### config.mk
export PLATFORM = sky130hd
export DESIGN_NAME = pc_sequencer
export DESIGN_NICKNAME = d
export VERILOG_FILES = /design/src/rtl/pc_sequencer.sv
export SDC_FILE = /design/constraint.sdc
export NUM_CORES = 1
export LEC_CHECK = 0
export ABC_AREA = 0
export ABC_CLOCK_PERIOD_IN_PS = 8100
export CORE_MARGIN = 5
export CORE_UTILIZATION = 42
export DETAILED_ROUTE_END_ITERATION = 10
export HOLD_SLACK_MARGIN = 0.1
export PLACE_DENSITY = 0.77
export SYNTH_ARGS = -nofsm -noshare
export SYNTH_HDL_FRONTEND = slang
export SYNTH_SLANG_ARGS = --single-unit
### constraint.sdc
create_clock -name clk -period 8.1 [get_ports clk]
set_clock_uncertainty 0.05 [all_clocks]
set_input_delay 1.62 -clock clk [delete_from_list [all_inputs] [get_ports clk]]
set_output_delay 1.62 -clock clk [all_outputs]
set_load 0.01 [all_outputs]
### src/rtl/pc_sequencer.sv
// Fetch-stage next-PC sequencer: seq / branch / jump / jump-reg / call / return / redirect.
// Latency: one cycle from sampled inputs to pc; link_pc is combinational from pc.
// Backpressure: stall holds pc and RAS state; redirect_valid overrides stall. RAS built only with PC_SEQ_RAS_EN.
module pc_sequencer #(
  parameter int              PC_W       = 32,
  parameter logic [PC_W-1:0] RESET_VEC  = '0,
  parameter int              INST_ALIGN = 2,
  parameter int              RAS_DEPTH  = 4
) (
  input  logic            clk,
  input  logic            rst_n,
  input  logic            stall,
  input  logic            redirect_valid,
  input  logic [PC_W-1:0] redirect_pc,
  input  logic [2:0]      pc_sel,
  input  logic            br_cond,
  input  logic [31:0]     inst,
  input  logic [PC_W-1:0] rs_val,
  output logic [PC_W-1:0] pc,
  output logic [PC_W-1:0] link_pc,
  output logic            ras_empty,
  output logic            ras_full,
  output logic            ras_err
);

  localparam logic [PC_W-1:0] INC        = PC_W'(1) << INST_ALIGN;
  localparam logic [PC_W-1:0] ALIGN_MASK = ~(INC - PC_W'(1));
  // Low bits of the PC replaced by the 26-bit jump index plus alignment zeros.
  localparam logic [PC_W-1:0] JMP_LOW    = (PC_W'(1) << (26 + INST_ALIGN)) - PC_W'(1);

  logic [PC_W-1:0] br_off;
  logic [PC_W-1:0] jmp_tgt;
  logic [PC_W-1:0] jr_tgt;
  logic [PC_W-1:0] nxt_pc;
  logic            adv;
  logic            unused_inst;

  assign link_pc     = pc + INC;
  assign br_off      = {{(PC_W-16){inst[15]}}, inst[15:0]} << INST_ALIGN;
  assign jmp_tgt     = (link_pc & ~JMP_LOW) | (PC_W'(inst[25:0]) << INST_ALIGN);
  assign jr_tgt      = rs_val & ALIGN_MASK;
  // A cycle only advances sequencing state when neither held nor redirected.
  assign adv         = !redirect_valid && !stall;
  assign unused_inst = ^inst[31:26];

`ifdef PC_SEQ_RAS_EN
  localparam int             PTR_W    = $clog2(RAS_DEPTH);
  localparam logic [PTR_W:0] FULL_CNT = (PTR_W+1)'(RAS_DEPTH);

  logic [PC_W-1:0]  ras_mem [RAS_DEPTH];
  logic [PTR_W-1:0] top_ptr;
  logic [PTR_W:0]   ras_cnt;
  logic [PTR_W:0]   push_cnt;
  logic             do_push;
  logic             do_pop;
  logic             ret_empty;

  // A push onto a full stack overwrites the oldest slot, so the count saturates.
  assign push_cnt = (ras_cnt == FULL_CNT) ? FULL_CNT : ras_cnt + (PTR_W+1)'(1);
`endif

  // Next-PC selection for an un-stalled, un-redirected cycle.
  always_comb begin
    nxt_pc = link_pc;
`ifdef PC_SEQ_RAS_EN
    do_push   = 1'b0;
    do_pop    = 1'b0;
    ret_empty = 1'b0;
`endif
    case (pc_sel)
      3'd1: if (br_cond) nxt_pc = link_pc + br_off;
      3'd2: nxt_pc = jmp_tgt;
      3'd3: nxt_pc = jr_tgt;
`ifdef PC_SEQ_RAS_EN
      3'd4: begin
        nxt_pc  = jmp_tgt;
        do_push = 1'b1;
      end
      3'd5: begin
        if (ras_cnt == '0) begin
          nxt_pc    = jr_tgt;
          ret_empty = 1'b1;
        end else begin
          nxt_pc = ras_mem[top_ptr];
          do_pop = 1'b1;
        end
      end
`else
      3'd4: nxt_pc = jmp_tgt;
      3'd5: nxt_pc = jr_tgt;
`endif
      default: nxt_pc = link_pc;
    endcase
  end

  // PC register: redirect beats stall, stall beats normal sequencing.
  always_ff @(posedge clk or negedge rst_n) begin
    if (!rst_n) begin
      pc <= RESET_VEC;
    end else if (redirect_valid) begin
      pc <= redirect_pc;
    end else if (!stall) begin
      pc <= nxt_pc;
    end
  end

`ifdef PC_SEQ_RAS_EN
  // RAS pointer, count and registered status flags; ras_err is a single-cycle pulse.
  always_ff @(posedge clk or negedge rst_n) begin
    if (!rst_n) begin
      top_ptr   <= '0;
      ras_cnt   <= '0;
      ras_empty <= 1'b1;
      ras_full  <= 1'b0;
      ras_err   <= 1'b0;
    end else begin
      ras_err <= adv && ret_empty;
      if (adv && do_push) begin
        top_ptr   <= top_ptr + PTR_W'(1);
        ras_cnt   <= push_cnt;
        ras_empty <= 1'b0;
        ras_full  <= (push_cnt == FULL_CNT);
      end else if (adv && do_pop) begin
        top_ptr   <= top_ptr - PTR_W'(1);
        ras_cnt   <= ras_cnt - (PTR_W+1)'(1);
        ras_empty <= (ras_cnt == (PTR_W+1)'(1));
        ras_full  <= 1'b0;
      end
    end
  end

  // RAS storage has no reset; entries are only meaningful below the count.
  always_ff @(posedge clk) begin
    if (rst_n && adv && do_push) begin
      ras_mem[top_ptr + PTR_W'(1)] <= link_pc & ALIGN_MASK;
    end
  end
`else
  assign ras_empty = 1'b1;
  assign ras_full  = 1'b0;
  assign ras_err   = 1'b0;
`endif

endmodule

==> impl_metrics.ini <==
[status]
status = completed

[worst_setup_path]
r2r_cells = 16
startpoint_type = flop
path_class = flop to output pin
slowest_stage = clkdlybuf4s50_1
worstPathMaxFanout = 7
worstSetupPathDepth = 7
cp-end-kind = output pin
cp.arrival_ps = 3280
worstPathRequired_ps = 6430
path_cells = ha_1 > and4_1 > nand3_1 > nor2_1 > and3_1 > xor2_1 > clkdlybuf4s50_1
critPathLaunch = pc[2]
r2r-end = pc[27]
path_delay_family = simple AND/OR/NAND/NOR gates
reg2reg_slack_ps = 3530
crit_end = link_pc[30]
rr_startpoint = pc[2]
critPathBufInv = 1
cpPeakStageDelay_ps = 630

[die]
fp.dieW_um = 113
fp.coreArea_um2 = 10300
io_pins = 171
die_y_um = 113
initial_utilization_pct = 43.0
row_count = 37
dieArea_um2 = 12700

[routing]
drc = 0
viasPerCell = 5.88
drt_iter0_drc = 272
vias = 5062
final_antenna_net_count = 0
dr.pass1.iters = 5
post_drt_wl_per_cell_um = 18.5
wl_mm = 15.9

[global_route]
grt_usage_pct = 24.8
grt_max_degree = 68
overflow = 0
grt_pass1_vias = 5245
grt_pass1_wl_mm = 26.1
antenna_found_initial = 0

[clocking]
clock-sinks = 32
cts.path.max_buffers = 2
clkTransAtPathRegs_ps = 70
htreeDepth = 2
hold_buffers = 0
post_cts_resized = 0
postCtsSetupBuffers = 0
cts_buffers = 5
clock_latency_ps = 290
cts_tree = built
clockRootBuffer = clkbuf_8

[sta]
hold_viol = 0
slew_viol_final = 0
finalCritPeriodShare_pct = 61.2
maxSlewHeadroom_pct = 33.0
setup_viol = 0
fmax_ghz = 0.202
tns_ps = 0
worst_pin_slew_ps = 1000
rsz0062_at_grt = false
period_needed_ps = 4950

[power_and_ir_drop]
comb_power_share_pct = 59.9
p_clk_share_pct = 16.1
power_frac_seq_pct = 24.0
power_density_nw_per_um2 = 139
ir_drop_mv = 0.0812
p_int_uw = 500
power.leakage_nw = 2.63
power.share.switching_pct = 41.5
switchingPower_uw = 355

[cells_and_area]
drive_above_1_share_pct = 3.86
layout.cells.most_common = clkdlybuf4s50_1
largest_reg_flops = 32
fill_cells = 951
most-common-layout-cells = clkdlybuf4s50_1, a21oi_1, nand2_1
reg_top3 = pc x32
final_util_pct = 60.0
nNetsFinal = 863
syn2layout_area_growth_pct = 39.7
largest-register = pc
antenna_cells = 0

[yosys]
ys_seq_area_share_pct = 18.1
synthAdderAreaFrac_pct = 10.1
yosys.area_share.simple_pct = 19.7
synth_top_family_by_area = compound AO/OA/AOI/OAI gates
ys_ff_latch = 32
synth_compound_area_share_pct = 29.2
ys_warn_count = 0
async_flop_share_pct = 100
synthXorXnorAreaFrac_pct = 10.5
avgSynthCellArea_um2 = 7.55
yosys.area.top_type = dfrtp_1
netlist.area_leader.share_pct = 18.1
muxShareOfSynthArea_pct = 6.86
syn_area_um2 = 4420
synth_cells = 585
synth_edf_count = 0
synth_ff_type = dfrtp_1
synth_cell_types = 61
yosys-top-cells-area = dfrtp_1, ha_1, xnor2_1

[hold_path]
min_path_type = flop to flop
worstHoldPathCells = 2

[placement]
dp_hpwl_mm = 12.3
gp_congestion = 0.944
port_buffers = 159

[job]
cap_violations = 0
-- metal layers --
metal | share of wire [%] | vias up | track usage (%)
met5 | 0 | - | 0
met4 | 2.0 | 0 | 8.57
met3 | 8.4 | 30 | 6.52
met2 | 49 | 220 | 42.3
met1 | 41 | 2391 | 30.1
li1 | - | 2421 | -
-- how the worst min path moves through the flow --
| stage | slack (ps) | start | endpoint |
|---|---|---|---|
| global placement | 510 | pc[0] | pc[0] |
| CTS | 520 | pc[1] | pc[1] |
| detailed placement | 510 | pc[1] | pc[1] |
| finish | 520 | pc[1] | pc[1] |
| global route | 530 | pc[1] | pc[1] |
| floorplan | 530 | pc[0] | pc[0] |
-- power groups by stage --
stage | Sequential, mW | Combinational [mW] | Clock [mW]
final | 0.205 | 0.512 | 0.138
after detailed placement | 0.208 | 0.506 | 0
after global routing | 0.208 | 0.560 | 0.147
after global placement | 0.207 | 0.496 | 0
after floorplan | 0.211 | 0.300 | 0
after CTS | 0.205 | 0.511 | 0.142
-- cell type report --
cell class / instances / area (um^2) / share of cell area [%]
Clock buffer: 8 / 90.1 / 1.46
Inverter: 24 / 91.3 / 1.48
Multi-Input combinational cell: 496 / 3390 / 54.9
Sequential cell: 32 / 801 / 13.0
Tap cell: 136 / 170 / 2.76
Timing Repair Buffer: 165 / 1630 / 26.4
-- per-stage QoR --
| stage | total power [mW] | instance area (um^2) | worst slack (ps) | std cells | hold WS, ps |
|---|---|---|---|---|---|
| 2_1_floorplan | 0.511 | 4420 | 3890 | 586 | 534 |
| 3_3_place_gp | 0.702 | 6080 | 2990 | 853 | 508 |
| 3_5_place_dp | 0.714 | 6080 | 2950 | 853 | 514 |
| 4_1_cts | 0.858 | 6170 | 3160 | 861 | 524 |
| 5_1_grt | 0.916 | 6170 | 2940 | 861 | 533 |
| 6_report | 0.855 | 6170 | 3150 | 861 | 524 |
-- kinds of logic after synthesis --
family | Yosys count
fa+ha+maj | 35
other cells | 2
xor+xnor | 53
buf+inv | 58
simple gates | 181
flops | 32
compound gates | 194
mux | 30
-- worst reg2reg max path, stage by stage, from the launching register on --
cell and delay, ps:
dfrtp_1 480, ha_1 310, and4_1 350, nand3_1 240, nor2_1 360, nand2_1 120, xnor2_1 400, ha_1 400
a21oi_1 190, nand2_1 80, a311oi_1 390, a21oi_1 160, or2_1 260, a21oi_1 190, xnor2_1 90, a221oi_1 260
a221oi_1 90
-- synthesized netlist by cell type (all sizes together) (5+ instances only) --
cell,number
nand3,22
dfrtp,32
o21ai,45
inv,23
a221oi,15
a21oi,60
a21o,18
a31oi,8
o221ai,7
mux2i,28
xor2,19
nor2,47
nand2,57
ha,34
xnor2,34
o211ai,10
o31ai,5
clkbuf,28
nand4,7
and3,15
buf,6
and2,5
Power figures use the tool's default switching activity.
